[src/rtl/sram_word_bridge.sv]
// CPU load/store to 128-bit line bridge for the SRAM master port; one request in flight.
// Optional one-line read buffer enabled by defining SRAM_WORD_BRIDGE_LINEBUF_EN.
module sram_word_bridge #(
  parameter int ADDR_W = 32,
  parameter int LINE_B = 16
) (
  input  logic                  clk,
  input  logic                  rst,
  input  logic                  i_req_valid,
  output logic                  o_req_ready,
  input  logic                  i_req_we,
  input  logic [1:0]            i_req_size,
  input  logic [ADDR_W-1:0]     i_req_addr,
  input  logic [31:0]           i_req_wdata,
  output logic                  o_rsp_valid,
  input  logic                  i_rsp_ready,
  output logic [31:0]           o_rsp_rdata,
  output logic                  o_rsp_err,
  output logic [ADDR_W-1:0]     o_readAddr_addr,
  output logic                  o_readAddr_valid,
  input  logic                  i_readAddr_ready,
  input  logic [8*LINE_B-1:0]   i_readData_data,
  input  logic                  i_readData_valid,
  output logic                  o_readData_ready,
  output logic [ADDR_W-1:0]     o_writeAddr_addr,
  output logic                  o_writeAddr_valid,
  input  logic                  i_writeAddr_ready,
  output logic [8*LINE_B-1:0]   o_writeData_data,
  output logic [LINE_B-1:0]     o_writeData_strb,
  output logic                  o_writeData_valid,
  input  logic                  i_writeData_ready,
  input  logic [31:0]           i_writeResp_msg,
  input  logic                  i_writeResp_valid,
  output logic                  o_writeResp_ready
);

  localparam int DATA_W = 8 * LINE_B;

  typedef enum logic [2:0] {
    S_IDLE  = 3'd0,
    S_RADDR = 3'd1,
    S_RDATA = 3'd2,
    S_WREQ  = 3'd3,
    S_WRESP = 3'd4,
    S_RESP  = 3'd5
  } state_t;

  state_t              r_state;
  state_t              w_state_nxt;
  logic [ADDR_W-1:0]   r_addr;
  logic [1:0]          r_size;
  logic [31:0]         r_wdata;
  logic                r_aw_done;
  logic                r_w_done;
  logic [31:0]         r_rsp_rdata;
  logic                r_rsp_err;
  logic                w_req_bad;
  logic                w_hit;
  logic [DATA_W-1:0]   w_lb_line;

  function automatic logic [3:0] f_size_mask(input logic [1:0] size);
    case (size)
      2'd0:    return 4'h1;
      2'd1:    return 4'h3;
      2'd2:    return 4'hF;
      default: return 4'h0;
    endcase
  endfunction

  function automatic logic f_misaligned(input logic [1:0] size, input logic [1:0] lo);
    case (size)
      2'd0:    return 1'b0;
      2'd1:    return lo[0];
      2'd2:    return |lo;
      default: return 1'b1;
    endcase
  endfunction

  // Aligned requests never cross the line, so the low 32 bits after the shift hold every byte.
  function automatic logic [31:0] f_extract(input logic [DATA_W-1:0] line,
                                            input logic [3:0] off,
                                            input logic [1:0] size);
    logic [31:0] w;
    w = 32'(line >> {off, 3'b000});
    case (size)
      2'd0:    return {24'h000000, w[7:0]};
      2'd1:    return {16'h0000, w[15:0]};
      2'd2:    return w;
      default: return 32'h00000000;
    endcase
  endfunction

  assign w_req_bad = f_misaligned(i_req_size, i_req_addr[1:0]);

`ifdef SRAM_WORD_BRIDGE_LINEBUF_EN
  logic                r_lb_valid;
  logic [ADDR_W-5:0]   r_lb_tag;
  logic [DATA_W-1:0]   r_lb_data;

  function automatic logic [DATA_W-1:0] f_merge(input logic [DATA_W-1:0] old_line,
                                                input logic [DATA_W-1:0] new_line,
                                                input logic [LINE_B-1:0] strb);
    logic [DATA_W-1:0] res;
    res = old_line;
    for (int i = 0; i < LINE_B; i++) begin
      if (strb[i]) begin
        res[8*i +: 8] = new_line[8*i +: 8];
      end else begin
        res[8*i +: 8] = old_line[8*i +: 8];
      end
    end
    return res;
  endfunction

  assign w_hit     = r_lb_valid && (r_lb_tag == i_req_addr[ADDR_W-1:4]);
  assign w_lb_line = r_lb_data;

  // Line buffer: fill on every bus read, merge successful stores that hit it.
  always_ff @(posedge clk or posedge rst) begin
    if (rst) begin
      r_lb_valid <= 1'b0;
      r_lb_tag   <= '0;
      r_lb_data  <= '0;
    end else if (r_state == S_RDATA && i_readData_valid) begin
      r_lb_valid <= 1'b1;
      r_lb_tag   <= r_addr[ADDR_W-1:4];
      r_lb_data  <= i_readData_data;
    end else if (r_state == S_WRESP && i_writeResp_valid && i_writeResp_msg == 32'h0 &&
                 r_lb_valid && r_lb_tag == r_addr[ADDR_W-1:4]) begin
      r_lb_data  <= f_merge(r_lb_data, o_writeData_data, o_writeData_strb);
    end
  end
`else
  assign w_hit     = 1'b0;
  assign w_lb_line = '0;
`endif

  // Next-state decode.
  always_comb begin
    w_state_nxt = r_state;
    case (r_state)
      S_IDLE: begin
        if (i_req_valid) begin
          if (w_req_bad)     w_state_nxt = S_RESP;
          else if (i_req_we) w_state_nxt = S_WREQ;
          else if (w_hit)    w_state_nxt = S_RESP;
          else               w_state_nxt = S_RADDR;
        end else begin
          w_state_nxt = S_IDLE;
        end
      end
      S_RADDR: w_state_nxt = i_readAddr_ready  ? S_RDATA : S_RADDR;
      S_RDATA: w_state_nxt = i_readData_valid  ? S_RESP  : S_RDATA;
      S_WREQ:  w_state_nxt = ((r_aw_done || i_writeAddr_ready) && (r_w_done || i_writeData_ready))
                             ? S_WRESP : S_WREQ;
      S_WRESP: w_state_nxt = i_writeResp_valid ? S_RESP  : S_WRESP;
      S_RESP:  w_state_nxt = i_rsp_ready       ? S_IDLE  : S_RESP;
      default: w_state_nxt = S_IDLE;
    endcase
  end

  // State register plus request latch, write-handshake flags and response capture.
  always_ff @(posedge clk or posedge rst) begin
    if (rst) begin
      r_state     <= S_IDLE;
      r_addr      <= '0;
      r_size      <= 2'd0;
      r_wdata     <= 32'h0;
      r_aw_done   <= 1'b0;
      r_w_done    <= 1'b0;
      r_rsp_rdata <= 32'h0;
      r_rsp_err   <= 1'b0;
    end else begin
      r_state <= w_state_nxt;
      case (r_state)
        S_IDLE: begin
          if (i_req_valid) begin
            r_addr      <= i_req_addr;
            r_size      <= i_req_size;
            r_wdata     <= i_req_wdata;
            r_aw_done   <= 1'b0;
            r_w_done    <= 1'b0;
            r_rsp_err   <= w_req_bad;
            r_rsp_rdata <= (w_hit && !w_req_bad && !i_req_we)
                           ? f_extract(w_lb_line, i_req_addr[3:0], i_req_size) : 32'h0;
          end
        end
        S_RDATA: begin
          if (i_readData_valid) begin
            r_rsp_rdata <= f_extract(i_readData_data, r_addr[3:0], r_size);
          end
        end
        S_WREQ: begin
          if (i_writeAddr_ready) r_aw_done <= 1'b1;
          if (i_writeData_ready) r_w_done  <= 1'b1;
        end
        S_WRESP: begin
          if (i_writeResp_valid) r_rsp_err <= (i_writeResp_msg != 32'h0);
        end
        default: ;
      endcase
    end
  end

  assign o_req_ready       = (r_state == S_IDLE);
  assign o_readAddr_addr   = {r_addr[ADDR_W-1:4], 4'h0};
  assign o_readAddr_valid  = (r_state == S_RADDR);
  assign o_readData_ready  = (r_state == S_RDATA);
  assign o_writeAddr_addr  = {r_addr[ADDR_W-1:4], 4'h0};
  assign o_writeAddr_valid = (r_state == S_WREQ) && !r_aw_done;
  assign o_writeData_valid = (r_state == S_WREQ) && !r_w_done;
  assign o_writeData_data  = DATA_W'(r_wdata) << {r_addr[3:0], 3'b000};
  assign o_writeData_strb  = LINE_B'(f_size_mask(r_size)) << r_addr[3:0];
  assign o_writeResp_ready = (r_state == S_WRESP);
  assign o_rsp_valid       = (r_state == S_RESP);
  assign o_rsp_rdata       = r_rsp_rdata;
  assign o_rsp_err         = r_rsp_err;

endmodule

[config.mk]
export PLATFORM = sky130hd
export DESIGN_NAME = sram_word_bridge
export DESIGN_NICKNAME = d
export VERILOG_FILES = /design/src/rtl/sram_word_bridge.sv
export SDC_FILE = /design/constraint.sdc
export NUM_CORES = 1
export LEC_CHECK = 0
export CORE_ASPECT_RATIO = 0.8
export CORE_MARGIN = 3
export CORE_UTILIZATION = 28
export DETAILED_ROUTE_END_ITERATION = 8
export PLACE_DENSITY = 0.71
export SETUP_SLACK_MARGIN = 0.02
export SLEW_MARGIN = 30
export SYNTH_ARGS = -nofsm -noshare
export SYNTH_HDL_FRONTEND = slang
export SYNTH_SLANG_ARGS = --single-unit
[constraint.sdc]
create_clock -name clk -period 3.01 [get_ports clk]
set_input_delay 0.4515 -clock clk [delete_from_list [all_inputs] [get_ports clk]]
set_output_delay 0.4515 -clock clk [all_outputs]
set_load 0.01 [all_outputs]
==> flow_metrics.env <==
export IMPL_skew_ns=0.01181
export IMPL_rsz0062_at_grt="true"
export IMPL_port_buffer_count=475
export IMPL_routed_wl_um=46620
export IMPL_wl_per_cell_um=22.68
export IMPL_drv_slew=0
export IMPL_clockBufferDepth=2
export IMPL_yosys_warnings=0
export IMPL_final_common_cell="clkdlybuf4s50_1"
export IMPL_hpwl_um=35600
export IMPL_clock_latency_ns=0.37
export IMPL_setup_viol=0
export IMPL_hold_buffers=0
export IMPL_num_vias=11130
export IMPL_ir_drop_uv=493.9
export IMPL_seqCellArea_um2=2610
export IMPL_whs_path_depth=2
export IMPL_cts_max_level=3
export IMPL_finalHoldViolCount=0
export IMPL_crit_type="reg -> out"
export IMPL_r2r_cells=7
export IMPL_fin_area_um2=15010
export IMPL_die_w_um=213.1
export IMPL_dpl_instance_area_um2=14450
export IMPL_nNetsFinal=1853
export IMPL_die_h_um=171.7
export IMPL_layout_common_cells="469 x clkdlybuf4s50_1, 298 x nand2_1, 137 x mux2i_1"
export IMPL_status="finished, final reports clean"
export IMPL_hold_path_class="reg -> reg"
export IMPL_cts_made_buffers=9
export IMPL_synthCells=1216
export IMPL_final_core_util_pct=44.54
export IMPL_clkSinkCount=104
export IMPL_cp_start_kind="flip-flop"
export IMPL_core_area_um2=33710
export IMPL_setup_ws_ns=0.02721
export IMPL_p_per_area_nw_per_um2=1040
export IMPL_viasPerCell=5.417
export IMPL_final_layout_size_suffix_gt1_share_pct=10.14
export IMPL_ff2ff_setup_slack_ns=0.57
export IMPL_endpoint_kind="output pin"
export IMPL_io_pins=484
export IMPL_synth_seq_cells=104
export IMPL_syn_avg_cell_area_um2=7.898
export IMPL_crit_chain="clkbuf_4 -> nor2b_1 -> buf_4 -> a2bb2oi_2 -> o22a_1 -> nor2_1 -> clkdlybuf4s50_1"
export IMPL_grt_pass1_vias=10760
export IMPL_arrival_ns=2.53
export IMPL_async_flop_share_pct=100.0
export IMPL_root_buffer="clkbuf_16"
export IMPL_synthDistinctLibCells=58
export IMPL_area_growth_pct=56.31
export IMPL_multi_input_area_um2=6168
export IMPL_grt_antenna_before_repair=3
export IMPL_cellLeakagePower_nw=6.248
export IMPL_worstPathRequired_ns=2.56
export IMPL_relSlewSlack_pct=56.97
export IMPL_first_iter_violations=1005
export IMPL_syn_area_um2=9604
export IMPL_drv_cap=0
export IMPL_dpl_worst_slack_ns=0.2374
export IMPL_slowest_delay_ns=0.55
export IMPL_grt_use_total_pct=24.17
export IMPL_drc_errors=0
export IMPL_max_freq_mhz=335.3
export IMPL_cp_max_fo=8
export IMPL_nFillCells=3294
export IMPL_slowest_stage="clkdlybuf4s50_1"
export IMPL_cts_tree="yes"
export IMPL_ant_nets=0
export IMPL_synth_edff_count=0
export IMPL_place_congestion=0.9607
export IMPL_first_pass_iters=5
export IMPL_ys_seq_area_share_pct=27.10
export IMPL_overflow=0
export IMPL_clk_pin_slew_ns=0.09
export IMPL_die_area_um2=36570
export IMPL_fin_crit_sh_pct=99.10
export IMPL_fin_cells=2055
export IMPL_finalPower_mw=15.62
export IMPL_grt_max_degree=105
export IMPL_fin_crit_ns=2.983
export IMPL_num_rows=60
export IMPL_grt_pass1_wl_um=67150
export IMPL_start_util_pct=28.49
export IMPL_worstMarginPinSlew_ns=0.6454
export IMPL_dp_cells=2026
export IMPL_synthFlopType="dfrtp_1"
==> per-layer routing <==
metal / wire length, um / track usage, % / vias up
met5: 0 / 0 / -
met4: 1434 / 8.384 / 0
met3: 4559 / 6.090 / 79
met2: 21250 / 38.28 / 681
met1: 19370 / 32.14 / 5344
li1: - / - / 5028
==> final cells by class <==
class                           count  area share [%]
Inverter                           10          0.2917
Tap cell                          434           3.617
Clock inverter                      7          0.6418
Multi-Input combinational cell    947           41.09
Antenna cell                        4         0.06668
Clock buffer                        9           1.500
Sequential cell                   104           17.39
Timing Repair Buffer              540           35.41
==> stage by stage <==
| step | TNS [ns] | hold WS, ns |
|---|---|---|
| global route | -1.331 | 0.5127 |
| CTS | 0 | 0.4898 |
| detailed placement | 0 | 0.4691 |
| global placement | 0 | 0.4683 |
| floorplan | 0 | 0.4668 |
| finish | 0 | 0.4840 |
==> logic make-up after synthesis <==
family                   after synthesis  share of synthesized area [%]
other                                  1                        0.03905
AND/OR/NAND/NOR                      520                          22.79
adder cells (fa/ha/maj)                5                         0.6514
AO/OA/AOI/OAI                        235                          16.99
multiplexers                         179                          21.80
buffers and inverters                172                          10.64
flip-flops                           104                          27.10
==> where the power goes <==
group	internal [mW]	switching [mW]	leakage (nW)
Sequential	1.99	0.720	1.34
Clock	0.617	0.706	0.156
Combinational	5.36	6.22	4.76
==> worst max-delay path: cells and delay by family (launching register included) <==
family                 cells  cell delay, ns
DFF                        1            0.49
and+or+nand+nor            2            0.35
buffers and inverters      3            1.01
AOI/OAI and AO/OA          2            0.32
==> state kept, by name, indices dropped and copies added (netlist names) <==
signal       count
r_aw_done        1
r_size           2
r_wdata         32
r_addr          32
o_rsp_err        1
r_state          3
o_rsp_rdata     32
r_w_done         1
==> synth_stat cells (3+ instances only) <==
library cell / count / area (um2)
a22oi_1: 14 / 105.1
a21oi_1: 11 / 55.05
nand3b_1: 5 / 37.54
o21ai_1: 9 / 45.04
buf_1: 5 / 18.77
nor2_1: 132 / 495.5
a31o_2: 3 / 26.28
buf_4: 75 / 563.0
a221oi_1: 3 / 26.28
mux2i_1: 145 / 1451
a311oi_1: 14 / 122.6
o211ai_1: 3 / 22.52
o221ai_1: 5 / 43.79
and3_1: 4 / 25.02
mux4_2: 23 / 518.0
nor3_1: 10 / 50.05
o22ai_1: 42 / 262.8
clkbuf_1: 56 / 210.2
and2_1: 24 / 150.1
o22a_1: 11 / 96.34
nor3b_1: 3 / 22.52
o2bb2ai_1: 4 / 35.03
mux2_2: 11 / 123.9
buf_2: 16 / 80.08
nand2b_1: 12 / 75.07
dfrtp_1: 104 / 2603
a22o_1: 11 / 96.34
or3_1: 3 / 18.77
a2bb2oi_1: 16 / 140.1
o31ai_1: 17 / 127.6
nand2_1: 301 / 1130
buf_6: 10 / 112.6
o21ai_0: 55 / 275.3
inv_1: 9 / 33.78
nor2b_1: 6 / 37.54
a32o_1: 3 / 30.03
nor4_1: 8 / 50.05
ha_1: 5 / 62.56
==> path summary, 6_finish.rpt <==
| check | startpoint | to |
|---|---|---|
| min in group asynchronous | rst | o_rsp_rdata[9]$_DFFE_PP0P_ |
| max in group asynchronous | rst | r_wdata[9]$_DFFE_PP0P_ |
| min | o_rsp_rdata[21]$_DFFE_PP0P_ | o_rsp_rdata[21]$_DFFE_PP0P_ |
| min reg2reg | o_rsp_rdata[21]$_DFFE_PP0P_ | o_rsp_rdata[21]$_DFFE_PP0P_ |
| max | r_addr[0]$_DFFE_PP0P_ | o_writeData_data[96] |
| max reg2reg | r_addr[0]$_DFFE_PP0P_ | o_rsp_rdata[6]$_DFFE_PP0P_ |
==> timing repair <==
item,in CTS,in global routing
endpoints found under the setup margin,57,59
setup buffers,1,8
pin swaps,1,2
gates resized for setup,11,28
Power figures use the tool's default switching activity.
